### src/rtl/adc_deserializer.sv
// Multi-channel serial ADC front end: convst pulse, conversion wait, then SPI-style shift-in of one frame.
// Optional macro ADC_OFFSET_BINARY_EN inverts each word's MSB on load (offset binary -> two's complement).
module adc_deserializer #(
  parameter int INPUT_WIDTH      = 16,
  parameter int NUM_OF_INPUTS    = 8,
  parameter int SCLK_HALF_PERIOD = 2,
  parameter int CONVST_CYCLES    = 2,
  parameter int CONV_CYCLES      = 10
) (
  input  logic                                          clk,
  input  logic                                          s_rst_n,
  input  logic                                          start,
  input  logic [NUM_OF_INPUTS-1:0]                      adc_sdata,
  output logic                                          adc_convst,
  output logic                                          adc_cs_n,
  output logic                                          adc_sclk,
  output logic signed [NUM_OF_INPUTS-1:0][INPUT_WIDTH-1:0] out,
  output logic                                          ready,
  output logic                                          overrun
);

  // state     | meaning
  // IDLE      | waiting for start
  // CONVST    | adc_convst high for CONVST_CYCLES
  // CONV_WAIT | ADC converting, CONV_CYCLES
  // SHIFT     | cs_n low, INPUT_WIDTH sclk periods, sample on sclk rise
  // DONE      | out loaded, ready pulse
  typedef enum logic [2:0] {IDLE, CONVST, CONV_WAIT, SHIFT, DONE} state_e;

  localparam int TMR_MAX = (CONVST_CYCLES > CONV_CYCLES) ? CONVST_CYCLES : CONV_CYCLES;
  localparam int TW      = $clog2(TMR_MAX + 1);
  localparam int HW      = $clog2(SCLK_HALF_PERIOD + 1);
  localparam int BW      = $clog2(INPUT_WIDTH + 1);

  localparam logic [TW-1:0] CONVST_LOAD = TW'(CONVST_CYCLES - 1);
  localparam logic [TW-1:0] CONV_LOAD   = TW'(CONV_CYCLES - 1);
  localparam logic [HW-1:0] HP_LOAD     = HW'(SCLK_HALF_PERIOD - 1);
  localparam logic [BW-1:0] BIT_LOAD    = BW'(INPUT_WIDTH - 1);

`ifdef ADC_OFFSET_BINARY_EN
  localparam logic [INPUT_WIDTH-1:0] MSB_MASK = {1'b1, {(INPUT_WIDTH-1){1'b0}}};
`else
  localparam logic [INPUT_WIDTH-1:0] MSB_MASK = '0;
`endif

  state_e                                  state_q, state_d;
  logic [TW-1:0]                           tmr_q, tmr_d;
  logic [HW-1:0]                           hp_q, hp_d;
  logic [BW-1:0]                           bit_q, bit_d;
  logic                                    sclk_q, sclk_d;
  logic                                    overrun_q, overrun_d;
  logic [NUM_OF_INPUTS-1:0][INPUT_WIDTH-1:0] shreg_q, shreg_d;
  logic [NUM_OF_INPUTS-1:0][INPUT_WIDTH-1:0] out_q, out_d;

  always_ff @(posedge clk) begin
    if (!s_rst_n) begin
      state_q   <= IDLE;
      tmr_q     <= '0;
      hp_q      <= '0;
      bit_q     <= '0;
      sclk_q    <= 1'b1;
      overrun_q <= 1'b0;
      shreg_q   <= '0;
      out_q     <= '0;
    end else begin
      state_q   <= state_d;
      tmr_q     <= tmr_d;
      hp_q      <= hp_d;
      bit_q     <= bit_d;
      sclk_q    <= sclk_d;
      overrun_q <= overrun_d;
      shreg_q   <= shreg_d;
      out_q     <= out_d;
    end
  end

  always_comb begin
    state_d   = state_q;
    tmr_d     = tmr_q;
    hp_d      = hp_q;
    bit_d     = bit_q;
    sclk_d    = sclk_q;
    shreg_d   = shreg_q;
    out_d     = out_q;
    // A start landing in DONE is also lost, so it counts as overrun too
    overrun_d = overrun_q | (start && (state_q != IDLE));

    case (state_q)
      IDLE: begin
        sclk_d = 1'b1;
        if (start) begin
          state_d = CONVST;
          tmr_d   = CONVST_LOAD;
        end
      end
      CONVST: begin
        if (tmr_q == '0) begin
          state_d = CONV_WAIT;
          tmr_d   = CONV_LOAD;
        end else begin
          tmr_d = tmr_q - TW'(1);
        end
      end
      CONV_WAIT: begin
        if (tmr_q == '0) begin
          state_d = SHIFT;
          hp_d    = HP_LOAD;
          bit_d   = BIT_LOAD;
          sclk_d  = 1'b0;
          shreg_d = '0;
        end else begin
          tmr_d = tmr_q - TW'(1);
        end
      end
      SHIFT: begin
        if (hp_q != '0) begin
          hp_d = hp_q - HW'(1);
        end else begin
          hp_d = HP_LOAD;
          if (!sclk_q) begin
            // This edge is the sclk low->high edge, so data is captured here
            sclk_d = 1'b1;
            for (int i = 0; i < NUM_OF_INPUTS; i++) begin
              shreg_d[i] = {shreg_q[i][INPUT_WIDTH-2:0], adc_sdata[i]};
            end
          end else if (bit_q == '0) begin
            state_d = DONE;
            for (int i = 0; i < NUM_OF_INPUTS; i++) begin
              out_d[i] = shreg_q[i] ^ MSB_MASK;
            end
          end else begin
            bit_d  = bit_q - BW'(1);
            sclk_d = 1'b0;
          end
        end
      end
      DONE: begin
        state_d = IDLE;
        sclk_d  = 1'b1;
      end
      default: begin
        state_d = IDLE;
        sclk_d  = 1'b1;
      end
    endcase
  end

  assign adc_convst = (state_q == CONVST);
  assign adc_cs_n   = (state_q != SHIFT);
  assign adc_sclk   = sclk_q;
  assign ready      = (state_q == DONE);
  assign overrun    = overrun_q;
  assign out        = out_q;

endmodule
### config.mk
export PLATFORM = sky130hd
export DESIGN_NAME = adc_deserializer
export DESIGN_NICKNAME = d
export VERILOG_FILES = /design/src/rtl/adc_deserializer.sv
export SDC_FILE = /design/constraint.sdc
export NUM_CORES = 1
export LEC_CHECK = 0
export CAP_MARGIN = 0
export CORE_MARGIN = 2
export CORE_UTILIZATION = 58
export DETAILED_ROUTE_END_ITERATION = 12
export PLACE_DENSITY = 0.84
export SYNTH_ARGS = -nofsm -noshare
export SYNTH_HDL_FRONTEND = slang
export SYNTH_SLANG_ARGS = --single-unit
### constraint.sdc
create_clock -name clk -period 2.9 [get_ports clk]
set_clock_uncertainty 0.05 [all_clocks]
set_input_delay 0.29 -clock clk [delete_from_list [all_inputs] [get_ports clk]]
set_output_delay 0.29 -clock clk [all_outputs]
set_load 0.02 [all_outputs]
==> results.json <==
{
  "synth.lib_cells_used.distinct": 44,
  "synth_area_sq_um": 9937,
  "synth_sequential_area_ratio_pct": 54.80,
  "finalSetupTns_ns": 0,
  "cts_resized": 0,
  "synthesis.area_per_instance_sq_um": 8.125,
  "timing.reg2reg.setup_slack_ns": 0.20,
  "route.vias.total": 8553,
  "holdPathStages": 3,
  "slowest_stage": "sky130_fd_sc_hd__nor4b_2",
  "worstPathArrival_ns": 3.08,
  "total_leakage_power_nw": 3.953,
  "tightest_slew_ns": 0.8395,
  "worst-path-buf-inv": 2,
  "min_delay_worst_endpoint": "out[52]$_SDFFE_PN0P_",
  "power_frac_clock_pct": 40.1,
  "post-layout-total-power_mw": 8.401,
  "drt_wl_total_mm": 22.87,
  "ys_seq_elements": 272,
  "r2r.worst_path.cells": 7,
  "synth-edff-count": 0,
  "critical_path.top_delay_family": "simple AND/OR/NAND/NOR gates",
  "worst_r2r_startpoint": "bit_q[0]$_SDFFE_PN0P_",
  "routabilityCongestion": 0.8094,
  "fp.dieH_um": 134.9,
  "finalSetupViolations": 0,
  "drtAntennaViolNets": 0,
  "synth_area_leader_cell": "sky130_fd_sc_hd__dfxtp_1",
  "finalMaxSlewViolations": 0,
  "power.net_switching_mw": 2.295,
  "register_area_sq_um": 5445,
  "port_buffers": 143,
  "cts-buffers-inserted": 26,
  "timing.critical_path.fanout_max": 43,
  "antenna_found_initial": 0,
  "grt-ovfl-total": 0,
  "rows": 47,
  "worst_hold_startpoint": "s_rst_n",
  "min_period_ns": 2.702,
  "grt_pass1_wl_mm": 36.23,
  "grt_pass1_vias": 7642,
  "vdd_ir_drop_max_mv": 0.5663,
  "route.detailed.wl_per_inst_um": 14.82,
  "die_area_sq_um": 18200,
  "synth_warnings": 0,
  "share_of_the_core_filled_with_cells_in_the_final_layout_pct": 72.93,
  "filler_cell_count": 1326,
  "floorplan.die.width_um": 134.9,
  "timing.critical_path.to_type": "flip-flop",
  "synthDominantCellAreaShare_pct": 54.80,
  "timing.critical_path.cells": "inv_1, ha_1, nor4b_2, and3_4, buf_4, nand2_1, a21oi_1",
  "io_pins": 144,
  "antenna-diode-count": 0,
  "criticalPathCategory": "reg -> reg",
  "final_period_util_pct": 93.19,
  "floorplan.core_area_sq_um": 16640,
  "cp-start-kind": "flip-flop",
  "grt_max_degree": 129,
  "dpl-instance-area_sq_um": 11260,
  "route.detailed.drc": 0,
  "growth_of_design_area_from_synthesis_to_finish_pct": 22.15,
  "track_usage_pct": 23.61,
  "syn_inst": 1223,
  "postSynth.topFlopCell": "sky130_fd_sc_hd__dfxtp_1",
  "holdBufCountCts": 0,
  "int_power_mw": 6.106,
  "r2r-end": "out[61]$_SDFFE_PN0P_",
  "pwr-share-comb_pct": 13.8,
  "hold_viol_final": 0,
  "cellPowerDensity_nw_per_um2": 692.1,
  "viasPerCell": 5.543,
  "drive_gt1_share_pct": 4.989,
  "setup_repair_after_global_routing_missed_its_margin": "no",
  "min_path_type": "in -> reg",
  "seqPwrFrac_pct": 46.2,
  "power.share.switching_pct": 27.32,
  "design.final.nets": 1318,
  "timing.fmax_mhz": 370.0,
  "netlist_top_cells_area": "sky130_fd_sc_hd__dfxtp_1 (55%), sky130_fd_sc_hd__nand2_1 (15%), sky130_fd_sc_hd__a21oi_1 (6.8%), sky130_fd_sc_hd__nand3_1 (6.5%), sky130_fd_sc_hd__o21ai_0 (4.6%)",
  "area_used_by_multi_input_combinational_logic_sq_um": 3921,
  "clk_pin_slew_ns": 0.06,
  "slew-limit-headroom_pct": 43.79,
  "critical_path.max_stage_delay_ns": 0.71,
  "holdWs_ns": 0.2015,
  "finalInstanceArea_sq_um": 12140,
  "clock_tree_from_tritoncts": "done",
  "postCtsSetupRepairBufs": 0,
  "ys_async_sr_fraction_pct": 0,
  "clk_root_buffer_cell": "sky130_fd_sc_hd__clkbuf_16",
  "timing.critical_path.required_ns": 3.28,
  "status": "completed",
  "clock_latency_late_sink_ns": 0.52,
  "cts.sink_count": 272,
  "first_pass_iters": 5,
  "max-cap-violations": 0,
  "synth_net_count": 1236,
  "max-clock-path-buffers": 3,
  "initialDrtViolationCount": 562,
  "initial_core_utilization_pct": 59.71,
  "ctsHtreeMaxLevel": 1,
  "dp_hpwl_mm": 12.90
}
[tightest hold or removal path, delay by kind of cell]
family	cells	cell delay, ns
compound gates	1	0.16
buf+inv	2	0.26
[flip-flops by register name, summed over array words and instances, names as in the netlist]
register / cells
adc_sclk: 1
bit_q: 5
hp_q: 2
out: 128
overrun: 1
shreg_q: 128
state_q: 3
tmr_q: 4
[power groups by stage]
stage / clock [mW] / sequential, mW / combinational [mW]
finish: 3.37 / 3.88 / 1.16
CTS: 3.43 / 3.87 / 1.10
detailed placement: 0 / 3.96 / 1.10
global route: 3.58 / 3.89 / 1.26
floorplan: 0 / 3.93 / 0.934
global placement: 0 / 3.95 / 1.07
[metrics by stage]
step                setup slack, ns  instances
global placement             0.3809       1496
detailed placement           0.2246       1496
CTS                          0.1852       1542
finish                       0.1976       1543
floorplan                     1.090       1223
global route                0.05146       1543
[cell families (layout without fill, tap and decap cells)]
group,count (synthesis),count (layout),share of synthesized area (%)
flops,272,272,54.80
mux,1,1,0.1007
xor+xnor,2,2,0.1763
simple gates,554,555,23.81
fa+ha+maj,2,2,0.2518
buf+inv,111,210,6.220
compound gates,281,281,14.64
[metal layers]
| metal | vias to the layer above | part of all wire [%] | GRT usage, % |
|---|---|---|---|
| met5 | - | 0 | 0 |
| met4 | 0 | 1.6 | 5.906 |
| met3 | 33 | 5.7 | 3.453 |
| met2 | 237 | 50 | 41.71 |
| met1 | 4040 | 43 | 30.42 |
| li1 | 4243 | - | - |
[layout make-up]
type	instances	share of cell area, %
Clock buffer	38	6.236
Clock inverter	8	0.8350
Inverter	7	0.2371
Multi-Input combinational cell	841	32.31
Sequential cell	272	44.86
Tap cell	220	2.268
Timing Repair Buffer	157	13.26
[synth_stat cells, types with 3 or more instances]
master                     number
sky130_fd_sc_hd__nor3b_1        4
sky130_fd_sc_hd__dfxtp_1      272
sky130_fd_sc_hd__inv_1          6
sky130_fd_sc_hd__buf_2         37
sky130_fd_sc_hd__a21oi_1      136
sky130_fd_sc_hd__o21a_1         3
sky130_fd_sc_hd__nand2_1      384
sky130_fd_sc_hd__nor3_1         5
sky130_fd_sc_hd__nand3_1      130
sky130_fd_sc_hd__buf_6         16
sky130_fd_sc_hd__nand2b_1       5
sky130_fd_sc_hd__o21ai_1       39
sky130_fd_sc_hd__o21ai_0       91
sky130_fd_sc_hd__clkbuf_1      43
sky130_fd_sc_hd__a211oi_1       3
sky130_fd_sc_hd__buf_4          6
sky130_fd_sc_hd__nor2_1         7
[placed cells by master (no fill, tap or decap), drive strengths merged, types with 3 or more instances in the layout]
cell type and count:
buf 15, a21oi 136, nor2 7, nor3 5, o21a 3, nand2 384, nand3 131, nand2b 5
inv 8, clkinvlp 3, o21ai 130, dfxtp 272, nor3b 6, clkdlybuf4s50 142, a211oi 3, clkbuf 38
nor4b 3
[worst max path at each step]
stage | start | cells past startpoint | slack [ns] | end
after floorplan | tmr_q[0]$_SDFFE_PN0P_ | 10 | 1.09 | shreg_q[67]$_SDFFE_PN0P_
after global placement | bit_q[0]$_SDFFE_PN0P_ | 7 | 0.38 | out[41]$_SDFFE_PN0P_
after detailed placement | bit_q[0]$_SDFFE_PN0P_ | 7 | 0.22 | out[44]$_SDFFE_PN0P_
after CTS | bit_q[0]$_SDFFE_PN0P_ | 7 | 0.19 | out[61]$_SDFFE_PN0P_
after global routing | bit_q[0]$_SDFFE_PN0P_ | 7 | 0.05 | out[61]$_SDFFE_PN0P_
final | bit_q[0]$_SDFFE_PN0P_ | 7 | 0.20 | out[61]$_SDFFE_PN0P_
(Power assumes the default switching activity.)
